## src/rtl/seg_scan_driver.sv

```systemverilog
// Time-multiplexed seven-segment scan driver with a frame-coherent double
// buffer, per-digit blink, PWM brightness and anti-ghosting guard blanking.
module seg_scan_driver #(
  parameter int DIGITS       = 6,
  parameter int SEG_W        = 7,
  parameter int SCAN_LOG2    = 10,
  parameter int BRIGHT_W     = 2,
  parameter int GUARD        = 2,
  parameter int BLINK_FRAMES = 64,
  parameter int SEG_ACT_LOW  = 0,
  parameter int DIG_ACT_LOW  = 1
) (
  input  logic                      clk,
  input  logic                      rst_n,
  input  logic                      load,
  input  logic [DIGITS*SEG_W-1:0]   seg_data,
  input  logic [DIGITS-1:0]         blink_mask,
  input  logic [BRIGHT_W-1:0]       bright,
  input  logic                      enable,
  output logic [SEG_W-1:0]          seg_out,
  output logic [DIGITS-1:0]         dig_en,
  output logic                      frame_start
);

  localparam int DIG_W = $clog2(DIGITS);
  localparam int FC_W  = (BLINK_FRAMES > 1) ? $clog2(BLINK_FRAMES) : 1;

  localparam logic [SCAN_LOG2-1:0] PRE_MAX  = {SCAN_LOG2{1'b1}};
  localparam logic [SCAN_LOG2-1:0] GUARD_V  = SCAN_LOG2'(GUARD);
  localparam logic [DIG_W-1:0]     DIG_LAST = DIG_W'(DIGITS - 1);
  localparam logic [FC_W-1:0]      FC_LAST  = FC_W'(BLINK_FRAMES - 1);
  localparam logic [BRIGHT_W-1:0]  BR_FULL  = {BRIGHT_W{1'b1}};
  localparam logic [DIGITS-1:0]    DIG_ONE  = {{(DIGITS-1){1'b0}}, 1'b1};
  localparam logic [SEG_W-1:0]     SEG_OFF  = (SEG_ACT_LOW != 0) ? {SEG_W{1'b1}}  : {SEG_W{1'b0}};
  localparam logic [DIGITS-1:0]    DIG_OFF  = (DIG_ACT_LOW != 0) ? {DIGITS{1'b1}} : {DIGITS{1'b0}};

  logic [SCAN_LOG2-1:0]    pre_cnt_r;
  logic [DIG_W-1:0]        dig_idx_r;
  logic [FC_W-1:0]         frame_cnt_r;
  logic                    blink_on_r;
  logic [DIGITS*SEG_W-1:0] stg_data_r;
  logic [DIGITS-1:0]       stg_mask_r;
  logic                    pending_r;
  logic [DIGITS*SEG_W-1:0] act_data_r;
  logic [DIGITS-1:0]       act_mask_r;

  logic                    slot_tick_s;
  logic                    frame_wrap_s;
  logic [BRIGHT_W-1:0]     hi_s;
  logic                    lit_s;
  logic [SEG_W-1:0]        cur_seg_s;
  logic [SEG_W-1:0]        seg_nxt_s;
  logic [DIGITS-1:0]       dig_nxt_s;

  // Slot/frame events and the un-mapped drive values for the current scan position.
  always_comb begin
    slot_tick_s  = 1'b0;
    frame_wrap_s = 1'b0;
    hi_s         = pre_cnt_r[SCAN_LOG2-1 -: BRIGHT_W];
    lit_s        = 1'b0;
    cur_seg_s    = act_data_r[dig_idx_r*SEG_W +: SEG_W];
    seg_nxt_s    = {SEG_W{1'b0}};
    dig_nxt_s    = {DIGITS{1'b0}};

    slot_tick_s  = (pre_cnt_r == PRE_MAX);
    frame_wrap_s = slot_tick_s && (dig_idx_r == DIG_LAST);

    // Guard blanking wins over brightness so the commons settle between digits.
    if (pre_cnt_r < GUARD_V) begin
      lit_s = 1'b0;
    end else if (bright == BR_FULL) begin
      lit_s = 1'b1;
    end else begin
      lit_s = (hi_s < bright);
    end

    if (enable && lit_s) begin
      dig_nxt_s = DIG_ONE << dig_idx_r;
      if (act_mask_r[dig_idx_r] && !blink_on_r) begin
        seg_nxt_s = {SEG_W{1'b0}};
      end else begin
        seg_nxt_s = cur_seg_s;
      end
    end else begin
      dig_nxt_s = {DIGITS{1'b0}};
      seg_nxt_s = {SEG_W{1'b0}};
    end
  end

  // Free-running scan counters and blink timer.
  always_ff @(posedge clk or negedge rst_n) begin
    if (!rst_n) begin
      pre_cnt_r   <= {SCAN_LOG2{1'b0}};
      dig_idx_r   <= {DIG_W{1'b0}};
      frame_cnt_r <= {FC_W{1'b0}};
      blink_on_r  <= 1'b1;
    end else begin
      pre_cnt_r <= pre_cnt_r + SCAN_LOG2'(1);
      if (slot_tick_s) begin
        if (dig_idx_r == DIG_LAST) begin
          dig_idx_r <= {DIG_W{1'b0}};
        end else begin
          dig_idx_r <= dig_idx_r + DIG_W'(1);
        end
      end
      if (frame_wrap_s) begin
        if (frame_cnt_r == FC_LAST) begin
          frame_cnt_r <= {FC_W{1'b0}};
          blink_on_r  <= ~blink_on_r;
        end else begin
          frame_cnt_r <= frame_cnt_r + FC_W'(1);
        end
      end
    end
  end

  // Double buffer: staged copy swaps into active only on the frame wrap edge.
  always_ff @(posedge clk or negedge rst_n) begin
    if (!rst_n) begin
      stg_data_r <= {(DIGITS*SEG_W){1'b0}};
      stg_mask_r <= {DIGITS{1'b0}};
      pending_r  <= 1'b0;
      act_data_r <= {(DIGITS*SEG_W){1'b0}};
      act_mask_r <= {DIGITS{1'b0}};
    end else begin
      if (frame_wrap_s && pending_r) begin
        act_data_r <= stg_data_r;
        act_mask_r <= stg_mask_r;
        pending_r  <= 1'b0;
      end
      // A load on the wrap edge lands in staged only and keeps pending set.
      if (load) begin
        stg_data_r <= seg_data;
        stg_mask_r <= blink_mask;
        pending_r  <= 1'b1;
      end
    end
  end

  // Registered, polarity-mapped pin drive.
  always_ff @(posedge clk or negedge rst_n) begin
    if (!rst_n) begin
      seg_out     <= SEG_OFF;
      dig_en      <= DIG_OFF;
      frame_start <= 1'b0;
    end else begin
      seg_out     <= seg_nxt_s ^ SEG_OFF;
      dig_en      <= dig_nxt_s ^ DIG_OFF;
      frame_start <= (dig_idx_r == {DIG_W{1'b0}}) && (pre_cnt_r == {SCAN_LOG2{1'b0}});
    end
  end

endmodule

```

## config.mk

```make
export PLATFORM = sky130hd
export DESIGN_NAME = seg_scan_driver
export DESIGN_NICKNAME = d
export VERILOG_FILES = /design/src/rtl/seg_scan_driver.sv
export SDC_FILE = /design/constraint.sdc
export NUM_CORES = 1
export LEC_CHECK = 0
export ABC_AREA = 1
export CAP_MARGIN = 10
export CORE_ASPECT_RATIO = 0.9
export CORE_MARGIN = 1
export CORE_UTILIZATION = 60
export DETAILED_ROUTE_END_ITERATION = 12
export PLACE_DENSITY_LB_ADDON = 0.12
export SYNTH_ARGS = -nofsm -noshare
export SYNTH_HDL_FRONTEND = slang
export SYNTH_SLANG_ARGS = --single-unit
```

## constraint.sdc

```tcl
create_clock -name clk -period 3.9 [get_ports clk]
set_input_delay 0.975 -clock clk [delete_from_list [all_inputs] [get_ports clk]]
set_output_delay 0.975 -clock clk [all_outputs]
set_load 0.01 [all_outputs]
```

==> metrics <==
Area after DPL 6350 sq um; Antenna diodes 0; vias in the first global route 4,388; CTS tree built; share of cells above drive strength 1 under 10%; CP Launch Type flop; WL final around 12,000 um; Initial Utilization between 60 and 70%; Slew Viols, Final 0; Worst Setup End Kind flop; status completed; FP Rows 33; Ports 68; clk sinks roughly 130; simple-gate share of the synthesized area a little under a third; fin crit period 2.54 ns; fin nets 799; setup TNS 0 ns; clk root buf clkbuf_8; DR pass1 iterations 4; mux share of post-synthesis cell area 0%; die area approximately 10000 sq um; Async S/R FF share, synth 100%; post-synthesis compound-gate area fraction 2.26%; H-tree levels 4; CTS Buf Count 17; largest net degree at the start of global routing 71; HPWL Detailed between 7000 and 8000 um; fin crit share between 60 and 70%; Yosys top cell by area dfrtp_1; RSZ-0062 raised after global routing no; post-cts gate resize count 0; clock skew 0.00905 ns; slew margin rel. between 20% and 30%; Crit Path Class flop to flop; Commonest cells post-synth 366 x nand2_1, 124 x dfrtp_1, 41 x inv_1; fmax a little under 0.4 GHz; Mapped Cells ~680; Hold WS approximately 0.47 ns; post-synthesis cell type count 26; P&R area growth vs syn 23.8%; Synth Warn # 0; Post-synth top flop dfrtp_1; core box area between 9000 and 10,000 sq um; Pleak about 3.7 nW; worst hold path class flop to flop; cells on worst reg2reg path 8; fin cells about 880; final count of hold timing violations 0; Post-CTS Setup Inserts 0; routed length per instance around 13 um; # Max-Cap Violations 0; antenna violations before repair 0; Inst Count DP 842; r2r startpoint dig_idx_r[0]; Crit Path Max Fanout 48; vias post-DR 4,482; CTS Buffer Depth 2; global-route usage over all layers 26.6%; main combinational cell family by area after synthesis simple AND/OR/NAND/NOR gates; GPL Wtd Cong around 0.8; Synth Net Count approximately 740; Post-Synthesis Cell Area 5640 sq um; required time worst endpoint around 4.4 ns; first-pass GRT wire length 20,200 um; EDFF count, synth 0; Die Height 94.0 um; synth top area cells dfrtp_1 55%, nand2_1 24%, dfstp_2 3.3%, inv_1 2.7%, nand3_1 2.7%; Port Buffers 67; cell with the most instances after synthesis nand2_1; Mean Syn Cell Area approximately 8.3 sq um; DRT iter0 DRCs between 200 and 300; Yosys top cell area share 55.0%; Synth Area in XOR/XNOR between 2 and 2.5%; sequential share of the synthesized area 58.3%; VDD IR-drop max 0.341 mV; reg-to-reg critical path endpoint act_data_r[25]; final worst setup slack between 1 and 1.5 ns; final setup fails 0; sequential cell area between 3000 and 4000 sq um; DRC viols 0; Critical Path Start dig_idx_r[0]; Post-Layout Inst Area around 7000 sq um; fillers about 640; Worst-Skew Late Latency about 0.53 ns; crit path to act_data_r[25]; Crit path arrival time ~3 ns; Power Density around 460 nW/um^2; antenna viol nets, final 0; Vias/cell slightly above 5; Synth Register Bits around 130; Worst Tran Pin Value approximately 1.1 ns; Reg2Reg Setup Slack 1.36 ns; multi-input gate area in the final layout slightly above 2000 sq um; GR Overflow Total 0; die width ~100 um; clk slew on worst S/H paths 0.06 ns; hold buffers post-CTS 0; Post-Synth Adder-Cell Area about 1.1%; pre-CTS WS about 1.1 ns
==> registers in the layout, summed over array words and instances, names as in the netlist <==
register	flops
frame_start	1
stg_mask_r	6
dig_en	6
dig_idx_r	3
act_mask_r	6
seg_out	7
pre_cnt_r	10
frame_cnt_r	6
act_data_r	42
blink_on_r	1
stg_data_r	42
pending_r	1
==> area by class of cell <==
| type | instances | area share [%] |
|---|---|---|
| clock inverter | 12 | 2.56 |
| timing repair buffer | 71 | 10.2 |
| tap | 122 | 2.18 |
| sequential | 131 | 47.0 |
| inverter | 45 | 2.49 |
| multi-input combinational | 474 | 29.1 |
| clock buffer | 20 | 6.38 |
==> power by group <==
group          switching [mW]  internal [mW]
Sequential             0.0249           1.41
Combinational          0.0761         0.0713
Clock                   0.592           1.07
==> worst min path at each step <==
| stage | slack [ns] | start | to | depth (start not counted) |
|---|---|---|---|---|
| 3_5_place_dp | 0.45 | act_data_r[22] | act_data_r[22] | 2 |
| 3_3_place_gp | 0.45 | act_data_r[22] | act_data_r[22] | 2 |
| 2_1_floorplan | 0.44 | act_data_r[21] | act_data_r[21] | 2 |
| 5_1_grt | 0.49 | act_data_r[22] | act_data_r[22] | 2 |
| 6_report | 0.47 | act_data_r[22] | act_data_r[22] | 2 |
| 4_1_cts | 0.47 | act_data_r[22] | act_data_r[22] | 2 |
==> cell usage in the layout, fill, tap and decap left out, drive strengths merged <==
cell type and instances:
clkinv 4, nor2 24, a21boi 1, bufinv 4
a21oi 1, clkbuf 20, buf 5, nand3 30
clkdlybuf4s50 66, o21ai 23, dfstp 7, dfrtp 124
ha 5, nand3b 2, xnor2 5, xor2 8
nor3 5, clkinvlp 3, inv 46, nand2 370
==> per-layer routing <==
metal | global-route usage [%] | part of all wire (%) | routed length [um] | up-vias
met4 | 11.8 | 2.4 | 279 | 0
met5 | 0 | 0 | 0 | -
met2 | 44.9 | 49 | 5720 | 145
met1 | 33.7 | 43 | 5080 | 2132
li1 | - | - | - | 2180
met3 | 5.34 | 5.5 | 646 | 25
==> metrics by stage <==
step,power [mW],utilization [%]
after floorplan,1.50,-
after global placement,1.60,69.6
after detailed placement,1.60,69.6
after CTS,3.26,76.4
after global routing,3.34,76.6
final,3.24,76.6
==> worst max-delay path, cell delays in order, from the launching register on <==
cell	delay (ns)
dfrtp_1	0.50
inv_2	0.13
nor2_4	0.35
nand2_1	0.14
inv_2	0.11
nand2_4	0.11
nor2_4	0.82
nand2_1	0.16
nand2_1	0.12
==> cell families after synthesis <==
group                      count (synthesis)
adders and majority gates                  5
DFF                                      131
buffers and inverters                     71
xor gates and xnor gates                  13
and+or+nand+nor                          431
AOI/OAI and AO/OA                         25
Note: power is estimated with default switching activity, not from simulation.
